$ cat config.mk
export PLATFORM = sky130hd
export DESIGN_NAME = ad_reset_seq
export DESIGN_NICKNAME = d
export VERILOG_FILES = /design/src/rtl/ad_clk_pkg.sv /design/src/rtl/ad_sync_2ff.sv /design/src/rtl/ad_reset_seq.sv
export SDC_FILE = /design/constraint.sdc
export NUM_CORES = 1
export LEC_CHECK = 0
export ABC_CLOCK_PERIOD_IN_PS = 6750
export BUFFER_PORTS_ARGS = -buffer_cell sky130_fd_sc_hd__buf_2
export CAP_MARGIN = 30
export CORE_MARGIN = 3
export CORE_UTILIZATION = 60
export CTS_BUF_LIST = sky130_fd_sc_hd__clkbuf_4
export CTS_CLUSTER_DIAMETER = 30
export DETAILED_ROUTE_END_ITERATION = 10
export PLACE_DENSITY = 0.81
export SLEW_MARGIN = 40
export SYNTH_ARGS = -nofsm -noshare
export SYNTH_HDL_FRONTEND = slang
export SYNTH_SLANG_ARGS = --single-unit
export TNS_END_PERCENT = 100
$ cat constraint.sdc
create_clock -name clk -period 6.75 [get_ports clk]
set_input_delay 0.3375 -clock clk [delete_from_list [all_inputs] [get_ports clk]]
set_output_delay 0.3375 -clock clk [all_outputs]
set_load 0.1 [all_outputs]
$ cat src/rtl/ad_clk_pkg.sv
// Shared types, limits and sizing helpers for the AD model clock/reset blocks.
package ad_clk_pkg;

   typedef enum logic [2:0] {
      PLL_RST,
      WAIT_LOCK,
      FILTER,
      RELEASE,
      RUN
   } ad_rst_state_t;

   localparam logic [7:0] CNT_SAT = 8'hFF;

   // Bits needed to hold values 0..max_val.
   function automatic int cnt_width(input int max_val);
      return (max_val < 1) ? 1 : $clog2(max_val + 1);
   endfunction

   function automatic int max_of4(input int a, input int b, input int c, input int d);
      int m;
      m = a;
      if (b > m) m = b;
      if (c > m) m = c;
      if (d > m) m = d;
      return m;
   endfunction

endpackage

$ cat src/rtl/ad_sync_2ff.sv
// Two-flop synchroniser for asynchronous level inputs; clears to 0 on reset.
module ad_sync_2ff #(
   parameter int DATA_W = 1
) (
   input  logic              clk,
   input  logic              reset,
   input  logic [DATA_W-1:0] d,
   output logic [DATA_W-1:0] q
);

   logic [DATA_W-1:0] sync_p0;

   always_ff @(posedge clk) begin
      if (reset) begin
         sync_p0 <= '0;
         q       <= '0;
      end else begin
         sync_p0 <= d;
         q       <= sync_p0;
      end
   end

endmodule

$ cat src/rtl/ad_reset_seq.sv
// PLL/DCM bring-up sequencer: pulses the PLL reset, waits for and debounces lock,
// then releases the downstream reset domains in order; lock loss restarts the sequence.
module ad_reset_seq
   import ad_clk_pkg::*;
#(
   parameter int NUM_STAGES          = 3,
   parameter int PLL_RST_CYCLES      = 4,
   parameter int LOCK_FILTER_CYCLES  = 16,
   parameter int STAGE_GAP_CYCLES    = 8,
   parameter int LOCK_TIMEOUT_CYCLES = 4096
) (
   input  logic                  clk,
   input  logic                  reset,
   input  logic                  lock_in,
   output logic                  pll_reset,
   output logic [NUM_STAGES-1:0] stage_reset,
   output logic                  ready,
   output logic                  lock_lost,
   output logic [7:0]            retry_cnt,
   output logic [7:0]            lost_cnt
);

   localparam int CNT_W = cnt_width(max_of4(PLL_RST_CYCLES, LOCK_FILTER_CYCLES,
                                            STAGE_GAP_CYCLES, LOCK_TIMEOUT_CYCLES));
   localparam int IDX_W = cnt_width(NUM_STAGES);

   localparam logic [CNT_W-1:0] CNT_ONE   = CNT_W'(1);
   localparam logic [CNT_W-1:0] PLL_LAST  = CNT_W'(PLL_RST_CYCLES - 1);
   localparam logic [CNT_W-1:0] TO_LAST   = CNT_W'(LOCK_TIMEOUT_CYCLES - 1);
   localparam logic [CNT_W-1:0] FILT_LAST = CNT_W'(LOCK_FILTER_CYCLES - 1);
   localparam logic [CNT_W-1:0] GAP_LAST  = CNT_W'(STAGE_GAP_CYCLES - 1);
   localparam logic [IDX_W-1:0] IDX_ONE   = IDX_W'(1);
   localparam logic [IDX_W-1:0] IDX_DONE  = IDX_W'(NUM_STAGES);

   function automatic logic [7:0] sat_inc(input logic [7:0] v);
      return (v == CNT_SAT) ? v : v + 8'd1;
   endfunction

   logic                  lock_s;
   ad_rst_state_t         state_q, state_d;
   logic [CNT_W-1:0]      cnt_q, cnt_d;
   logic [IDX_W-1:0]      idx_q, idx_d;
   logic                  pll_reset_d;
   logic [NUM_STAGES-1:0] stage_d;
   logic                  ready_d;
   logic                  lock_lost_d;
   logic [7:0]            retry_d, lost_d;

   ad_sync_2ff #(
      .DATA_W (1)
   ) u_lock_sync (
      .clk   (clk),
      .reset (reset),
      .d     (lock_in),
      .q     (lock_s)
   );

   // cnt_q is the per-state timer: PLL hold, lock timeout, filter run length or stage gap.
   always_comb begin
      state_d     = state_q;
      cnt_d       = cnt_q;
      idx_d       = idx_q;
      pll_reset_d = pll_reset;
      stage_d     = stage_reset;
      ready_d     = ready;
      lock_lost_d = 1'b0;
      retry_d     = retry_cnt;
      lost_d      = lost_cnt;

      case (state_q)
         PLL_RST: begin
            if (cnt_q == PLL_LAST) begin
               state_d     = WAIT_LOCK;
               cnt_d       = '0;
               pll_reset_d = 1'b0;
            end else begin
               cnt_d = cnt_q + CNT_ONE;
            end
         end

         WAIT_LOCK: begin
            // Lock takes priority over a timeout landing on the same cycle.
            if (lock_s) begin
               if (LOCK_FILTER_CYCLES == 1) begin
                  state_d    = RELEASE;
                  cnt_d      = '0;
                  idx_d      = IDX_ONE;
                  stage_d[0] = 1'b0;
               end else begin
                  state_d = FILTER;
                  cnt_d   = CNT_ONE;
               end
            end else if (cnt_q == TO_LAST) begin
               state_d     = PLL_RST;
               cnt_d       = '0;
               pll_reset_d = 1'b1;
               retry_d     = sat_inc(retry_cnt);
            end else begin
               cnt_d = cnt_q + CNT_ONE;
            end
         end

         FILTER: begin
            if (!lock_s) begin
               state_d = WAIT_LOCK;
               cnt_d   = '0;
            end else if (cnt_q == FILT_LAST) begin
               state_d    = RELEASE;
               cnt_d      = '0;
               idx_d      = IDX_ONE;
               stage_d[0] = 1'b0;
            end else begin
               cnt_d = cnt_q + CNT_ONE;
            end
         end

         RELEASE, RUN: begin
            if (!lock_s) begin
               state_d     = WAIT_LOCK;
               cnt_d       = '0;
               idx_d       = '0;
               stage_d     = '1;
               ready_d     = 1'b0;
               lock_lost_d = 1'b1;
               lost_d      = sat_inc(lost_cnt);
            end else if (state_q == RELEASE) begin
               if (cnt_q == GAP_LAST) begin
                  cnt_d = '0;
                  if (idx_q == IDX_DONE) begin
                     state_d = RUN;
                     ready_d = 1'b1;
                  end else begin
                     for (int k = 0; k < NUM_STAGES; k++) begin
                        if (idx_q == IDX_W'(k)) stage_d[k] = 1'b0;
                     end
                     idx_d = idx_q + IDX_ONE;
                  end
               end else begin
                  cnt_d = cnt_q + CNT_ONE;
               end
            end
         end

         default: begin
            state_d = PLL_RST;
            cnt_d   = '0;
         end
      endcase
   end

   always_ff @(posedge clk) begin
      if (reset) begin
         state_q     <= PLL_RST;
         cnt_q       <= '0;
         idx_q       <= '0;
         pll_reset   <= 1'b1;
         stage_reset <= '1;
         ready       <= 1'b0;
         lock_lost   <= 1'b0;
         retry_cnt   <= '0;
         lost_cnt    <= '0;
      end else begin
         state_q     <= state_d;
         cnt_q       <= cnt_d;
         idx_q       <= idx_d;
         pll_reset   <= pll_reset_d;
         stage_reset <= stage_d;
         ready       <= ready_d;
         lock_lost   <= lock_lost_d;
         retry_cnt   <= retry_d;
         lost_cnt    <= lost_d;
      end
   end

endmodule

==> summary.md <==
| Metric | Value |
|---|---|
| Area after DPL | 2350 um2 |
| Tmin final | 2780 ps |
| Startpoint types | flip-flop |
| DIE WIDTH | 66.8 um |
| Worst hold path depth | 2 |
| Slew Limit Fails | 0 |
| Post-Synthesis Cells | 263 |
| DR pass1 iterations | 5 |
| Synth unique cells | 45 |
| Initial Utilization | 64.4% |
| Clk Latency, worst-skew pair | 360 ps |
| Clock Skew | 3.55 ps |
| Sequential area share after synthesis | 37.9% |
| Total Routing Usage GR | 22.3% |
| Core area | 3440 um2 |
| Final Worst Setup Slack | 3970 ps |
| Largest net degree at the start of global routing | 24 |
| Reg2reg path depth | 5 |
| Fill cells | 306 |
| Area grow syn2layout | 8.80% |
| H-tree levels | 2 |
| Drt via density | 5.82 |
| RSZ-0062 raised after global routing | no |
| Grt total ovfl | 0 |
| Worst Hold Class | in2reg |
| Finish-stage setup viols | 0 |
| Worst Setup End Kind | flip-flop |
| TritonCTS Buffers | 5 |
| GPL Wtd Cong | 0.890 |
| Postcts setup bufs | 0 |
| CP Max Fanout | 12 |
| Drt total wl | 4430 um |
| Port Buffers | 24 |
| CTS tree | built |
| Die area | 4460 um2 |
| Worst vdd ir | 0.000208 V |
| DR iter-0 viols | 124 |
| Syn_area_per_cell | 8.43 um2 |
| YS warnings | 0 |
| Root buf cell | clkbuf_4 |
| Sink Count | 42 |
| # rows | 21 |
| Area of the multi-input gates | 1310 um2 |
| Critical path arrival | 3010 ps |
| # diodes | 0 |
| Maximum clock rate | 360 MHz |
| Resized Gates After CTS | 0 |
| First-pass GRT wire length | 7650 um |
| # IOs | 25 |
| Final-report hold violation count | 0 |
| PD cells | 214 nW/um2 |
| Pre-CTS setup slack | 3960 ps |
| Cell area after layout | 2410 um2 |
| Status | complete, no violations |
| Fin crit share | 41.1% |
| Overall power | 515 uW |
| Avg WL per Cell | 13.4 um |
| Maxcap violations | 0 |
| Final net count | 293 |
| Syn Nets | 273 |
| Number of global-route vias before repair | 1,703 |
| Hold_buf cts | 0 |
| Worst Path Class, Setup | reg2reg |
| Relative slew slack | 51.7% |
| Worst-case clock buffer depth | 2 |
| Vias | 1,921 |
| Post-synth top flop | dfxtp_1 |
| Most common cell after layout, fill and taps aside | dfxtp_1 |
| Register Area | 841 um2 |
| Setup TNS | 0 ps |
| Worst-Margin Slew | 725 ps |
| Remaining DRCs | 0 |
| WHS | 187 ps |
| Commonest non-fill, non-tap cells in the layout | dfxtp_1, buf_2, nor2_1 |
| Die height | 66.8 um |
| Req. time, crit path | 6980 ps |
| Leakage | 0.000898 uW |
| Antenna violations before repair | 0 |
| Fraction of registers with async set/reset | 0% |
| #FFs+latches synth | 42 |
| Number of synthesized flops with an enable pin | 0 |
| HPWL after DPL | 3110 um |
| Clk slew on worst S/H paths | 110 ps |
| Antenna viol nets, final | 0 |
| Layout cells sized above 1 | 18.3% |
| Mapped Area | 2220 um2 |
-- cells by family after synthesis --
logic type / Yosys count / synth area share (%)
AOI/OAI and AO/OA: 43 / 13.0
xor gates and xnor gates: 22 / 8.69
adders and majority gates: 7 / 3.95
buffers and inverters: 19 / 3.56
DFF: 42 / 37.9
muxes: 1 / 0.451
and+or+nand+nor: 129 / 32.4
-- power breakdown --
part / internal [uW] / switching [uW] / total, uW
registers: 260 / 23.0 / 283
clock network: 43.2 / 79.2 / 122
logic: 43.2 / 67.0 / 110
-- critical path: stages (launching register included) --
cell and delay, ps:
dfxtp_1 350, or4_4 560, or4_4 530, o32a_4 430, o31ai_4 670, nor2_1 100
-- flip-flops by register name (all words and copies together), names as in the netlist --
register / flops
u_lock_sync.sync_p0: 1
lost_cnt: 8
pll_reset: 1
stage_reset: 3
lock_lost: 1
cnt_q: 13
ready: 1
u_lock_sync.q: 1
retry_cnt: 8
idx_q: 2
state_q: 3
-- path summary, 6_finish.rpt --
kind                            slack, ps                   to           startpoint
worst max-delay path                 3970            cnt_q[12]            cnt_q[12]
worst min-delay path                  190  u_lock_sync.sync_p0              lock_in
worst max register to register       3970            cnt_q[12]            cnt_q[12]
worst min register to register        470        u_lock_sync.q  u_lock_sync.sync_p0
-- per-layer routing --
layer  share of wire, %  up-vias  global-route usage, %
met2                 46       44                   35.1
met1                 48      886                   28.8
met4                2.1        0                   10.9
met3                4.5       10                   4.55
met5                  0        -                      0
li1                   -      981                      -
-- metrics by stage --
| step | instances | utilization (%) |
|---|---|---|
| final | 330 | 70.1 |
| after global routing | 330 | 70.1 |
| after CTS | 330 | 69.9 |
| after detailed placement | 322 | 68.3 |
| after global placement | 322 | 68.2 |
| after floorplan | 263 | - |
-- layout make-up --
| type | instances | area share (%) |
|---|---|---|
| clock buffers | 6 | 1.87 |
| clock inverters | 2 | 0.363 |
| inverters | 8 | 1.24 |
| multi-input cells | 202 | 54.3 |
| flip-flops and latches | 42 | 34.9 |
| well taps | 46 | 2.39 |
| repair buffers | 24 | 4.98 |
-- cell usage after synthesis, types with 3 or more instances --
cell type,number,area (um2)
or2_2,3,18.8
nand3_1,16,80.1
xnor2_1,6,52.6
nor3_1,5,25.0
dfxtp_1,42,841
nor2_1,21,78.8
inv_1,8,30.0
o21a_1,4,30.0
nand2_1,20,75.1
and3_1,5,31.3
o21ai_0,13,65.1
nand4_1,14,87.6
nor2b_1,4,25.0
nor4_1,5,31.3
or3_1,3,18.8
xor2_1,16,140
nand2b_1,5,31.3
and2_1,3,18.8
a21oi_1,14,70.1
nor2_2,10,62.6
clkbuf_1,10,37.5
ha_1,7,87.6
No activity file was read; power rests on OpenSTA's default activity.
